<file path="config.mk">
export PLATFORM = sky130hd
export DESIGN_NAME = dbus_wb_if
export DESIGN_NICKNAME = d
export VERILOG_FILES = /design/src/rtl/dbus_wb_if.sv
export SDC_FILE = /design/constraint.sdc
export NUM_CORES = 1
export LEC_CHECK = 0
export BUFFER_PORTS_ARGS = -buffer_cell sky130_fd_sc_hd__buf_2
export CAP_MARGIN = 20
export CELL_PAD_IN_SITES_DETAIL_PLACEMENT = 1
export CELL_PAD_IN_SITES_GLOBAL_PLACEMENT = 2
export CORE_ASPECT_RATIO = 0.75
export CORE_MARGIN = 1
export CORE_UTILIZATION = 25
export DETAILED_ROUTE_END_ITERATION = 12
export PLACE_DENSITY = 0.88
export SYNTH_ARGS = -nofsm -noshare
export SYNTH_HDL_FRONTEND = slang
export SYNTH_SLANG_ARGS = --single-unit
</file>
<file path="constraint.sdc">
create_clock -name clk -period 5.85 [get_ports clk]
set_input_delay 1.755 -clock clk [delete_from_list [all_inputs] [get_ports clk]]
set_output_delay 1.755 -clock clk [all_outputs]
set_load 0.01 [all_outputs]
</file>
<file path="src/rtl/dbus_wb_if.sv">
// Data-side bus interface: turns the MEM stage's single-cycle memory request into a
// Wishbone B3 classic master cycle and holds the pipeline until the slave acknowledges.
// One outstanding cycle at most; cyc and stb are driven from the same register.
// Optional ack watchdog enabled by defining DBUS_TIMEOUT_EN (limit = TIMEOUT_CYCLES).
module dbus_wb_if #(
  parameter int unsigned ADDR_W         = 32,
  parameter int unsigned DATA_W         = 32,
  parameter int unsigned TIMEOUT_CYCLES = 255
) (
  input  logic                clk,
  input  logic                rst,
  input  logic [5:0]          stall_i,
  input  logic                flush_i,
  input  logic                cpu_ce_i,
  input  logic                cpu_we_i,
  input  logic [ADDR_W-1:0]   cpu_addr_i,
  input  logic [DATA_W/8-1:0] cpu_sel_i,
  input  logic [DATA_W-1:0]   cpu_data_i,
  output logic [DATA_W-1:0]   cpu_data_o,
  output logic                stallreq_o,
  output logic [ADDR_W-1:0]   wb_adr_o,
  output logic [DATA_W-1:0]   wb_dat_o,
  input  logic [DATA_W-1:0]   wb_dat_i,
  output logic                wb_we_o,
  output logic [DATA_W/8-1:0] wb_sel_o,
  output logic                wb_stb_o,
  output logic                wb_cyc_o,
  input  logic                wb_ack_i,
  output logic                bus_err_o
);

  localparam int unsigned SelW = DATA_W / 8;

  if (TIMEOUT_CYCLES < 1) begin : g_bad_timeout
    $error("TIMEOUT_CYCLES must be at least 1");
  end

  typedef enum logic [1:0] {
    StIdle,
    StBusy,
    StWaitStall
  } state_e;

  state_e              state_q;
  logic [ADDR_W-1:0]   wb_adr_q;
  logic [DATA_W-1:0]   wb_dat_q;
  logic                wb_we_q;
  logic [SelW-1:0]     wb_sel_q;
  logic                wb_cyc_q;
  logic [DATA_W-1:0]   rd_buf_q;
  logic                timeout_hit;

`ifdef DBUS_TIMEOUT_EN
  localparam int unsigned CntW = ($clog2(TIMEOUT_CYCLES + 1) > 8) ?
                                 $clog2(TIMEOUT_CYCLES + 1) : 8;

  logic [CntW-1:0] tmo_cnt_q;
  logic            bus_err_q;

  // The last ack-less BUSY cycle before the limit is the abort cycle.
  assign timeout_hit = (state_q == StBusy) && !wb_ack_i && !flush_i &&
                       (tmo_cnt_q == CntW'(TIMEOUT_CYCLES - 1));

  // Watchdog counter: zero while idle so it starts from 0 on entry to BUSY.
  always_ff @(posedge clk) begin
    if (rst) begin
      tmo_cnt_q <= '0;
      bus_err_q <= 1'b0;
    end else begin
      bus_err_q <= timeout_hit;
      if (state_q != StBusy) begin
        tmo_cnt_q <= '0;
      end else if (!wb_ack_i) begin
        tmo_cnt_q <= tmo_cnt_q + 1'b1;
      end
    end
  end

  assign bus_err_o = bus_err_q;
`else
  assign timeout_hit = 1'b0;
  assign bus_err_o   = 1'b0;
`endif

  // Bus-cycle FSM with registered Wishbone outputs and read-data buffer.
  always_ff @(posedge clk) begin
    if (rst) begin
      state_q  <= StIdle;
      wb_adr_q <= '0;
      wb_dat_q <= '0;
      wb_we_q  <= 1'b0;
      wb_sel_q <= '0;
      wb_cyc_q <= 1'b0;
      rd_buf_q <= '0;
    end else begin
      case (state_q)
        StIdle: begin
          if (cpu_ce_i && !flush_i) begin
            wb_adr_q <= cpu_addr_i;
            wb_dat_q <= cpu_data_i;
            wb_we_q  <= cpu_we_i;
            wb_sel_q <= cpu_sel_i;
            wb_cyc_q <= 1'b1;
            state_q  <= StBusy;
          end
        end
        StBusy: begin
          // Flush beats ack; ack beats the watchdog.
          if (flush_i || wb_ack_i || timeout_hit) begin
            wb_adr_q <= '0;
            wb_dat_q <= '0;
            wb_we_q  <= 1'b0;
            wb_sel_q <= '0;
            wb_cyc_q <= 1'b0;
            if (!flush_i && wb_ack_i) begin
              rd_buf_q <= wb_dat_i;
              state_q  <= (stall_i != '0) ? StWaitStall : StIdle;
            end else begin
              rd_buf_q <= '0;
              state_q  <= StIdle;
            end
          end
        end
        StWaitStall: begin
          if (flush_i) begin
            rd_buf_q <= '0;
            state_q  <= StIdle;
          end else if (stall_i == '0) begin
            state_q  <= StIdle;
          end
        end
        default: state_q <= StIdle;
      endcase
    end
  end

  // Stall request and read-data return, with a zero-latency bypass in the ack cycle.
  always_comb begin
    stallreq_o = 1'b0;
    cpu_data_o = '0;
    if (!rst) begin
      case (state_q)
        StIdle:      stallreq_o = cpu_ce_i & ~flush_i;
        StBusy: begin
          stallreq_o = ~wb_ack_i & ~flush_i & ~timeout_hit;
          if (wb_ack_i && !flush_i) begin
            cpu_data_o = wb_dat_i;
          end
        end
        StWaitStall: cpu_data_o = rd_buf_q;
        default:     stallreq_o = 1'b0;
      endcase
    end
  end

  assign wb_adr_o = wb_adr_q;
  assign wb_dat_o = wb_dat_q;
  assign wb_we_o  = wb_we_q;
  assign wb_sel_o = wb_sel_q;
  assign wb_stb_o = wb_cyc_q;
  assign wb_cyc_o = wb_cyc_q;

endmodule

</file>
# == Word-level counts from Yosys, hierarchy flattened ==
# Cells that the tools add are included.
# Widths: inputs -> output; s select.
# word_totals
reg_bits,104
latchBits,0
mem_bits_rw,0
romBits,0
in_bits,112
memories,0
# classes
addsub,0
n_mul,0
n_div,0
magnitude_cmp,0
eq_ne,6
shift,0
mux,28
n_bitwise,4
n_reduce_logical,12
# ops
cell,count
$pmux 32 s2,4
$mux 32,7
$mux 2,6
$reduce_and 3->1,3
$mux 4,2
$pmux 4 s2,1
$logic_not 6->1,1
$ne 2x2->1 const B,3
$pmux 1 s2,3
$pmux 2 s3,1
$reduce_bool 6->1,1
$mux 1,4
$reduce_bool 2->1,2
$ne 3x3->1 const B,1
$and 1x1->1,2
$eq 2x1->1 const B,1
$eq 2x2->1 const B,1
$logic_and 1x1->1,2
$logic_not 2->1,1
$not 1->1,2
$logic_not 1->1,1
$logic_or 1x1->1,1

# == Longest topological paths before layout ==
# Gate-level depths: netlist of the first run.
# logic_depth
ltp_word,5
ltp_mapped,10
ltp_nobuf,6

# == Least setup slack after synthesis of the first run ==
# No wires, ideal clock.
# synth_path
path_kind,input to output
start,input rst
end,output cpu_data_o[10]
arrival_time_ps,2574
t_required_ps,4095
path_slack_ps,1521
stages,4
n_path_buf,2
cell_sequence,clkbuf_1 nand2b_1 clkbuf_1 nor2_1
# synth_between
elab_chain_len,1
# synth_lines
element,line_no,text
"start, declared",11,"input logic rst,"
$mux 32,141,if (!rst) begin
"end, declared",19,"output logic [DATA_W-1:0] cpu_data_o,"
# No other way between the ends.

# == Worst setup path after layout of the first run ==
# layout_path
start,input flush_i
end,output cpu_data_o[22]
# layout_between
elab_chain_len,5
# layout_lines
element,line_no,text
"start, declared",13,"input logic flush_i,"
$logic_not 1->1,146,if (wb_ack_i && !flush_i) begin
$logic_and 1x1->1,146,
$mux 32,146,
$pmux 32 s2,142,case (state_q)
$mux 32,141,
# No other way between the ends.

==> impl_results.md, run 1 <==
- Met3 routed WL: ~1000 um
- Remaining DRCs: 0
- Port Buffers: 215
- Final wirelength: 14,800 um
- Die area: 18,700 sq um
- Final Skew: 0.00743 ns
- WL met1: 7180 um
- Worst setup SP type: input pin
- Post-CTS setup buffers: 0
- Yosys warnings: 0
- Drt pass-1 iters: 6
- Worst-path clk slew: 0.07 ns
- Commonest non-fill, non-tap cell in the layout: buf_2
- Share of synthesized flip-flops with an asynchronous set or reset: 0%
- Final hold vios: 0
- RSZ-0062 raised after global routing: no
- FF+latch count, synth: ~100
- Via-per-instance ratio: 4.72
- Die width: 157 um
- Combinational family with the most area after synthesis: simple AND/OR/NAND/NOR gates
- Final #Nets: 835
- CORE AREA: 17,700 sq um
- Max Clock Freq: 207 MHz
- Setup TNS Final: 0 ns
- Uppermost layer routed: met4
- CP max FO: 24
- Post-Synth XOR/XNOR Area: 0%
- DR iter-0 viols: roughly 240
- Wire per inst: 15.3 um
- Initial antenna violation count: 0
- Period minus WS final: 4.84 ns
- EDFF count, synth: 0
- Area Overhead vs Synth: 33.7%
- Post-Synth Simple-Gate Area: 25.3%
- Overall global routing resource usage: between 15 and 20%
- Via count: 4,551
- Max-Cap Viols: 0
- Met2 WL: around 6400 um
- First-pass GRT wire length: about 23,000 um
- Initial Util: 25.6%
- Worst setup margin: 1.01 ns
- CP Class: input pin to output port
- Syn_nets: 654
- Worst vdd ir: 0.121 mV
- Area leader, netlist: dfxtp_1
- I/O pin count: 217
- Status: finished clean
- Syn avg cell area: 8.42 sq um
- Crit. End Element: output port
- Num CTS Buffers: 9
- Setup violators final: 0
- CTS tree: built
- Antenna diode count: 0
- Top cell type's share of synthesized area: 46.0%
- Dpl cells: 950
- Synth cell types: 32
- Root Buffer: clkbuf_16
- Mux contribution to synthesized area: 0.221%
- Top cells by area, synth: dfxtp_1 (46%), nand3b_1 (12%), a21oi_1 (7.7%), a32oi_1 (6.2%), nor2_1 (5.9%)
- Vias in the first global route: 4,446
- Die H: 119 um
- Worst slew pin tran: 0.792 ns
- Row count: 42
- Pwr Total: a little under 0.002 W
- Post-CTS sizing: 0
- Data arrival, critical path: 3.08 ns
- Worst Path Required: 4.09 ns
- Non-Filler Instances: 965
- H-tree lvl count: 3
- Clock Latency Late Sink: 0.35 ns
- Share of cells above drive strength 1: 34.3%
- Final Wtd Congestion: roughly 0.76
- Pre-CTS WS: 1.01 ns
- Most frequent cells in the layout: buf_2 (214), dfxtp_1 (104), nor2_1 (70), nand3b_1 (70), a21oi_1 (70)
- Top FF cell, synth: dfxtp_1
- GRT Residual Overflow: 0
- Synthesized area: between 4000 and 5000 sq um
- Compound-Gate Fraction of Synth Area: 21.1%
- Pwr dens: 328 nW/um^2
- Post-Synth Adder-Cell Area: roughly 1.1%
- Final period util: 82.7%
- Hold WC Path Type: register to register
- Rel. slew slack: 47.2%
- Clk buf depth: 2
- Final HPWL DP: 10,100 um
- Slew Limit Fails: 0
- Cell count after synthesis: 538
- Reg2reg setup slack: 3.50 ns
- Sequential share of the synthesized area: 46.0%
- Clk sinks: 104
- Pin count of the biggest net entering global routing: 74
- Hold buffers post-CTS: 0
- Cell leakage power: 2.52 nW
- Final ANT Viol Nets: 0
## critical path: stages
cell     delay (ns)
buf_2          0.15
and3b_2        0.54
buf_4          0.30
a22oi_1        0.09
nor2_1         0.10
buf_2          0.13
## where the power goes
group / switching [W] / internal (W)
Combinational: 0.000335 / 0.000219
Clock: 0.000271 / 0.000341
Sequential: 0.0000359 / 0.000781
## cells in the mapped netlist, types with 2 or more instances
cell type  instances
dfxtp_1          104
nor2_1            71
a21oi_1           70
nand3b_1          70
nand2_1           69
a22oi_1           33
a32oi_1           32
clkbuf_1          32
buf_2             19
nand2b_1           5
ha_1               4
nor2b_1            4
buf_4              3
buf_6              3
inv_1              2
## final cells by class
cell class              count  area (sq um)
fillers                  2185         11700
multi-input cells         375          2190
flip-flops and latches    104          2080
repair buffers            227          1180
well taps                 242           303
clock buffers              10           239
clock inverters             5          56.3
inverters                   2          7.51
## state kept, by name (all words and copies together) (netlist names)
signal	cells
rd_buf_q	32
wb_we_o	1
state_q	2
wb_adr_o	32
wb_dat_o	32
wb_cyc_o	1
wb_sel_o	4
## per-stage QoR
step	hold WS [ns]	utilization [%]	cell area (sq um)
finish	0.450	34.2	6060
global placement	0.435	32.4	5750
detailed placement	0.443	32.5	5760
floorplan	0.454	-	4530
global route	0.465	34.2	6060
CTS	0.453	34.2	6060
## worst paths after layout
check,start,depth (start not counted),end
max,flush_i,6,cpu_data_o[22]
min,wb_dat_o[6]$_SDFFE_PP0P_,2,wb_dat_o[6]$_SDFFE_PP0P_
max reg2reg,state_q[0]$_SDFFE_PP0P_,7,wb_dat_o[22]$_SDFFE_PP0P_
min reg2reg,wb_dat_o[6]$_SDFFE_PP0P_,2,wb_dat_o[6]$_SDFFE_PP0P_
## cell families after synthesis
kind of cell,Yosys count
adder cells (fa/ha/maj),4
AO/OA/AOI/OAI,144
AND/OR/NAND/NOR,225
buffers and inverters,59
multiplexers,1
flip-flops,104
other,1
## per-layer routing
metal / vias to the layer above / global-route usage, %
li1: 2254 / -
met1: 2160 / 21.3
met2: 126 / 24.4
met3: 11 / 5.13
met4: 0 / 4.19
met5: - / 0
No activity file was read; power rests on OpenSTA's default activity.
==> inputs of run 2 (changes only) <==
CORE_UTILIZATION = 23   (was 25)
PLACE_DENSITY = 0.86   (was 0.88)
clock period = 4.4 ns   (was 5.85 ns; I/O delays follow)
==> run 2 against run 1 <==
Against the previous run:
- power increased by 35%
- non-clock buffer count unchanged
- first-iteration DRC count decreased by 5.4%
- combinational power increased by 32%
- sequential power increased by 33%
- cell count increased by 1.1%
- flip-flop and latch count unchanged
- routed wire length decreased by 1.5%
- sequential share of layout area decreased by 0.20 points
- core utilization decreased by 2.7 points
- clock power increased by 40%
- hold slack got worse by 0.0010 ns
==> impl_results.md, run 2 (synthesized netlist as in run 1, its figures left out) <==
- Final HPWL DP: 9810 um (-2.6%)
- Final Wtd Congestion: 0.743 (-2.4%)
- GRT Residual Overflow: 0 (unchanged)
- Setup violators final: 0 (unchanged)
- GR peak layer: met2
- CP Class: input pin to output port
- Wire per inst: 14.9 um (-2.6%)
- DP Area: 5780 sq um (+0.33%)
- Cell leakage power: 2.53 nW (+0.29%)
- Design Area, Final: 6090 sq um (+0.58%)
- Row count: 44 (+4.8%)
- Root Buffer: clkbuf_16
- CTS tree: built
- Max-Cap Viols: 0 (unchanged)
- Via count: 4,527 (-0.53%)
- Rel. slew slack: 35.2% (-12 points)
- Period minus WS final: slightly below 4 ns
- Remaining DRCs: 0 (unchanged)
- Die H: 124 um (+4.2%)
- Multi-input logic area: 2190 sq um (unchanged)
- Area Overhead vs Synth: 34.5%
- Die width: 164 um (+4.2%)
- Pin count of the biggest net entering global routing: 72 (-2.7%)
- FF-to-FF path depth: 7 (unchanged)
- Clk buf depth: 2 (unchanged)
- Final ANT Viol Nets: 0 (unchanged)
- Drt pass-1 iters: 4 (-2)
- Via-per-instance ratio: 4.64 (-1.6%)
- Most frequent cells in the layout: buf_2 (214), dfxtp_1 (104), nor2_1 (70), nand3b_1 (70), a21oi_1 (70)
- Worst Path Required: 3.08 ns (-1.01 ns)
- Worst slew pin tran: 0.972 ns (+0.181 ns)
- First-pass GRT wire length: 22,700 um (-2.8%)
- Pre-CTS WS: 0.491 ns (-0.517 ns)
- Setup TNS Final: 0 ns (unchanged)
- Worst setup SP type: input pin
- Hold WC Path Type: register to register
- Data arrival, critical path: 2.61 ns (-0.47 ns)
- Slew Limit Fails: 0 (unchanged)
- Final #Nets: 835 (unchanged)
- I/O pin count: 217 (unchanged)
- Max Clock Freq: 254 MHz
- Post-CTS setup buffers: 0 (unchanged)
- Clk sinks: 104 (unchanged)
- Initial Util: 23.4% (-2.1 points)
- Grt met2 use: 22.3% (-2.1 points)
- Overall global routing resource usage: 14.3% (-1.6 points)
- Antenna diode count: 0 (unchanged)
- Worst vdd ir: 0.187 mV (+55%)
- RSZ-0062 raised after global routing: no
- Status: finished clean
- Pwr dens: 439 nW/um^2 (+34%)
- CORE AREA: 19,300 sq um (+9.1%)
- Crit. End Element: output port
- Worst-path clk slew: 0.07 ns (about the same)
- Final Skew: 0.0114 ns (+0.00400 ns)
- Routing usage on met3: 3.89% (-1.2 points)
- Port Buffers: 215 (unchanged)
- Final period util: 89.3%
- Clock Latency Late Sink: 0.35 ns (about the same)
- H-tree lvl count: 3 (unchanged)
- Post-CTS sizing: 0 (unchanged)
- Fillers: 2,369 (+8.4%)
- Commonest non-fill, non-tap cell in the layout: buf_2
- Num CTS Buffers: 9 (unchanged)
- Worst setup margin: 0.469 ns (-0.546 ns)
- Share of cells above drive strength 1: 34.2% (-0.14 points)
- Hold buffers post-CTS: 0 (unchanged)
- Final wirelength: 14,600 um (-1.5%)
- Hold Crit Depth: 2 (unchanged)
- Vias in the first global route: 4,371 (-1.7%)
- Die area: 20,300 sq um (+8.6%)
- Initial antenna violation count: 0 (unchanged)
- Register area: 2080 sq um (unchanged)
- Final hold vios: 0 (unchanged)
- GR met1 Demand/Resource: 19.3% (-2.0 points)
- DR iter-0 viols: 228 (-5.4%)
- CP max FO: 15 (-38%)
[run 2: cell count changes in the layout (fill, tap and decap cells not counted)]
| cell | delta |
|---|---|
| clkinv_4 | +2 |
| buf_12 | +1 |
| buf_8 | -1 |
| bufinv_16 | +1 |
| clkbuf_1 | +1 |
| clkbuf_8 | -1 |
| clkinv_2 | -1 |
| clkinvlp_4 | -1 |
| inv_6 | -1 |
[run 2: power breakdown]
| group | switching (W) | total [W] | leakage (nW) | internal, W |
|---|---|---|---|---|
| clock | 0.000360 | 0.000858 | 0.153 | 0.000497 |
| sequential | 0.0000496 | 0.00109 | 0.845 | 0.00104 |
| combinational | 0.000439 | 0.000729 | 1.53 | 0.000290 |
| total | 0.000849 | 0.00267 | 2.53 | 0.00183 |
[run 2: per-layer routing]
| layer | vias to the layer above | wire (um) |
|---|---|---|
| met4 | 0 | 155 |
| li1 | 2255 | - |
| met1 | 2136 | 7290 |
| met3 | 11 | 850 |
| met2 | 125 | 6290 |
| met5 | - | 0 |
[run 2: path summary, 6_finish.rpt]
kind / startpoint / to / slack, ns
worst max-delay path: flush_i / cpu_data_o[28] / 0.47
worst min-delay path: wb_dat_o[25]$_SDFFE_PP0P_ / wb_dat_o[25]$_SDFFE_PP0P_ / 0.45
worst max register to register: state_q[0]$_SDFFE_PP0P_ / state_q[1]$_SDFFE_PP0P_ / 1.98
worst min register to register: wb_dat_o[25]$_SDFFE_PP0P_ / wb_dat_o[25]$_SDFFE_PP0P_ / 0.45
[run 2: area by class of cell]
cell class | instances | area share [%]
tap | 253 | 5.20
sequential | 104 | 34.2
multi-input combinational | 375 | 36.0
clock buffer | 10 | 3.76
inverter | 2 | 0.123
clock inverter | 5 | 1.36
timing repair buffer | 227 | 19.4
[run 2: worst max-delay path: stages]
cell	delay (ns)
buf_2	0.15
and3b_2	0.44
buf_4	0.27
a22oi_1	0.09
nor2_1	0.19
buf_2	0.16
[run 2: through the flow]
| stage | power (W) | hold WS [ns] | std cells | utilization, % |
|---|---|---|---|---|
| 2_1_floorplan | 0.00159 | 0.454 | 538 | - |
| 3_3_place_gp | 0.00184 | 0.436 | 961 | 29.9 |
| 5_1_grt | 0.00285 | 0.467 | 976 | 31.5 |
| 6_report | 0.00267 | 0.449 | 976 | 31.5 |
| 4_1_cts | 0.00273 | 0.452 | 976 | 31.5 |
| 3_5_place_dp | 0.00185 | 0.442 | 961 | 29.9 |
==> inputs of run 3 (changes only) <==
ABC_AREA = 1   (was unset)
BUFFER_PORTS_ARGS = unset   (was -buffer_cell sky130_fd_sc_hd__buf_2)
CORE_UTILIZATION = 25   (was 23)
DONT_BUFFER_PORTS = 1   (was unset)
PLACE_DENSITY = 0.75   (was 0.86)
==> run 3 against run 2 <==
Against the previous run:
- power rose by 48%
- setup slack better by 0.28 ns
- sequential power rose by 37%
- non-clock buffer count down 216
- core utilization is 3.5 points lower
- synthesized cell count grew 35%
- critical path depth fell by 1
- clock power is 0.5% lower
- critical endpoint is now cpu_data_o[5]
- largest cell class unchanged
- highest routed layer unchanged
==> impl_results.md, run 3 <==
- Worst slew pin tran: 0.910 ns (-0.0619 ns)
- P_sw: 0.00189 W (+120%)
- Clock Latency Late Sink: 0.35 ns (about the same)
- CP Class: input pin to output port
- Met2 WL: 6860 um (+9.0%)
- Status: finished clean
- Post-CTS setup buffers: 0 (unchanged)
- I/O pin count: 217 (unchanged)
- Overall global routing resource usage: 15.3% (+1.0 points)
- Final hold vios: 0 (unchanged)
- Pwr Total: 0.00397 W (+48%)
- Cell with the most instances after synthesis: nand2_1
- Worst vdd ir: 0.361 mV (+93%)
- CP max FO: 15 (unchanged)
- Yosys warnings: 0 (unchanged)
- Hold buffers post-CTS: 0 (unchanged)
- Area leader, netlist: dfxtp_1
- Via-per-instance ratio: 4.96 (+7.0%)
- Final Wtd Congestion: 0.734 (-1.2%)
- Worst setup SP type: input pin
- Pin count of the biggest net entering global routing: 105 (+46%)
- Uppermost layer routed: met4
- GRT Residual Overflow: 0 (unchanged)
- Final ANT Viol Nets: 0 (unchanged)
- Slew Limit Fails: 0 (unchanged)
- RSZ-0062 raised after global routing: no
- Setup TNS Final: 0 ns (unchanged)
- Top cells by area, synth: dfxtp_1 (42%), a21oi_1 (11%), nand2_1 (8.4%), nor2_1 (8.4%), nand3_1 (7.3%)
- H-tree lvl count: 3 (unchanged)
- Num CTS Buffers: 9 (unchanged)
- CORE AREA: 19,400 sq um (+0.57%)
- Clock power frac: 21.5% (-11 points)
- Cell count after synthesis: 727 (+35%)
- Post-CTS sizing: 0 (unchanged)
- Share of cells above drive strength 1: 4.96% (-29 points)
- Die H: 124 um (+0.60%)
- Worst Path Required: 3.08 ns (about the same)
- Die area: 20,500 sq um (+1.2%)
- CTS tree: built
- DR iter-0 viols: 214 (-6.1%)
- Clk sinks: 104 (unchanged)
- Dpl cells: 922 (-4.1%)
- Port Buffers: 0 (-100%)
- Top FF cell, synth: dfxtp_1
- Syn_nets: 843 (+29%)
- Met3 routed WL: 1440 um (+69%)
- Share of synthesized flip-flops with an asynchronous set or reset: 0% (unchanged)
- Top cells by count, synth: nand2_1 (112), nor2_1 (111), a21oi_1 (105)
- Drt pass-1 iters: 5 (+1)
- Row count: 44 (unchanged)
- Final HPWL DP: 10,100 um (+2.5%)
- Initial Util: 25.6% (+2.2 points)
- Pwr dens: 730 nW/um^2 (+66%)
- Sequential share of power: 37.6% (-3.1 points)
- Remaining DRCs: 0 (unchanged)
- Vias in the first global route: 4,647 (+6.3%)
- Synthesized area: 4980 sq um (+10%)
- First-pass GRT wire length: 25,100 um (+10%)
- FF+latch count, synth: 104 (unchanged)
- Cell leakage power: 2.04 nW (-19%)
- Rel. slew slack: 39.3% (+4.1 points)
- Final Skew: 0.00714 ns (-0.00430 ns)
- Wire per inst: 16.8 um (+12%)
- Sw Share: 47.5% (+16 points)
- Final #Nets: 796 (-4.7%)
- Final wirelength: 15,700 um (+7.7%)
- Synth cell types: 22 (-31%)
- Via count: 4,655 (+2.8%)
- Setup violators final: 0 (unchanged)
- Power Internal: 0.00208 W (+14%)
- Final period util: 83.0% (-6.4 points)
- Root Buffer: clkbuf_16
- Non-Filler Instances: 938 (-3.9%)
- Top cell type's share of synthesized area: 41.8% (-4.2 points)
- Antenna diode count: 0 (unchanged)
- Crit. End Element: output port
- Max Clock Freq: 274 MHz (+7.7%)
- Area Overhead vs Synth: 9.12%
- Hold WC Path Type: register to register
- Period minus WS final: 3.65 ns (-0.281 ns)
- Data arrival, critical path: 2.33 ns (-0.28 ns)
- EDFF count, synth: 0 (unchanged)
- Combinational Power Share: 40.9% (+14 points)
- Sequential share of the synthesized area: 41.8% (-4.2 points)
- Worst-path clk slew: 0.07 ns (about the same)
- Clk buf depth: 2 (unchanged)
- Most frequent cells in the layout: nand2_1 (111), nor2_1 (111), a21oi_1 (104), dfxtp_1 (104), inv_1 (77)
- Die width: 165 um (+0.61%)
- Max-Cap Viols: 0 (unchanged)
- WL met1: 7220 um (-0.88%)
- Syn avg cell area: 6.85 sq um (-19%)
- Initial antenna violation count: 0 (unchanged)
==> run 3: cell families after synthesis <==
logic type               count (synthesis)  synth area share [%]
AO/OA/AOI/OAI                          140                  16.5
adder cells (fa/ha/maj)                  4                  1.00
buffers and inverters                  146                  11.9
flip-flops                             104                  41.8
other                                    1                0.0753
AND/OR/NAND/NOR                        332                  28.7
==> run 3: layer usage <==
layer  track usage [%]  vias to the layer above
met5                 0                        -
met4              3.99                        0
met3              5.93                       14
met2              23.9                      145
met1              19.6                     2199
li1                  -                     2297
==> run 3: through the flow <==
step,hold WS [ns],utilization (%),instance area [sq um],setup slack [ns]
3_3_place_gp,0.452,26.4,5120,0.799
2_1_floorplan,0.445,-,4980,0.902
6_report,0.467,28.0,5440,0.750
3_5_place_dp,0.461,26.4,5120,0.766
4_1_cts,0.470,28.0,5440,0.759
5_1_grt,0.488,28.0,5440,0.663
==> run 3: worst paths after layout <==
path / start / to / slack [ns] / cells after the start
min: rd_buf_q[30]$_SDFFE_PP0P_ / rd_buf_q[30]$_SDFFE_PP0P_ / 0.47 / 2
max reg2reg: state_q[0]$_SDFFE_PP0P_ / rd_buf_q[4]$_SDFFE_PP0P_ / 1.87 / 10
min reg2reg: rd_buf_q[30]$_SDFFE_PP0P_ / rd_buf_q[30]$_SDFFE_PP0P_ / 0.47 / 2
max: wb_ack_i / cpu_data_o[5] / 0.75 / 5
==> run 3: power by group through the flow <==
stage / registers, W / logic [W] / clock network [W]
finish: 0.00149 / 0.00162 / 0.000854
global route: 0.00153 / 0.00187 / 0.000929
CTS: 0.00150 / 0.00166 / 0.000896
detailed placement: 0.00152 / 0.00166 / 0
global placement: 0.00152 / 0.00164 / 0
floorplan: 0.00143 / 0.00132 / 0
==> run 3: critical path, cell delays in order <==
cell and delay (ns):
inv_1 0.06, nor2_4 0.29, buf_4 0.28, a32oi_1 0.12
nor2_1 0.26
==> run 3: cell type report <==
cell class,instances,area [sq um]
fill,2406,14000
sequential,104,2080
multi-input combinational,477,2340
clock buffer,9,225
clock inverter,7,86.3
inverter,77,289
timing repair buffer,11,95.1
tap,253,317
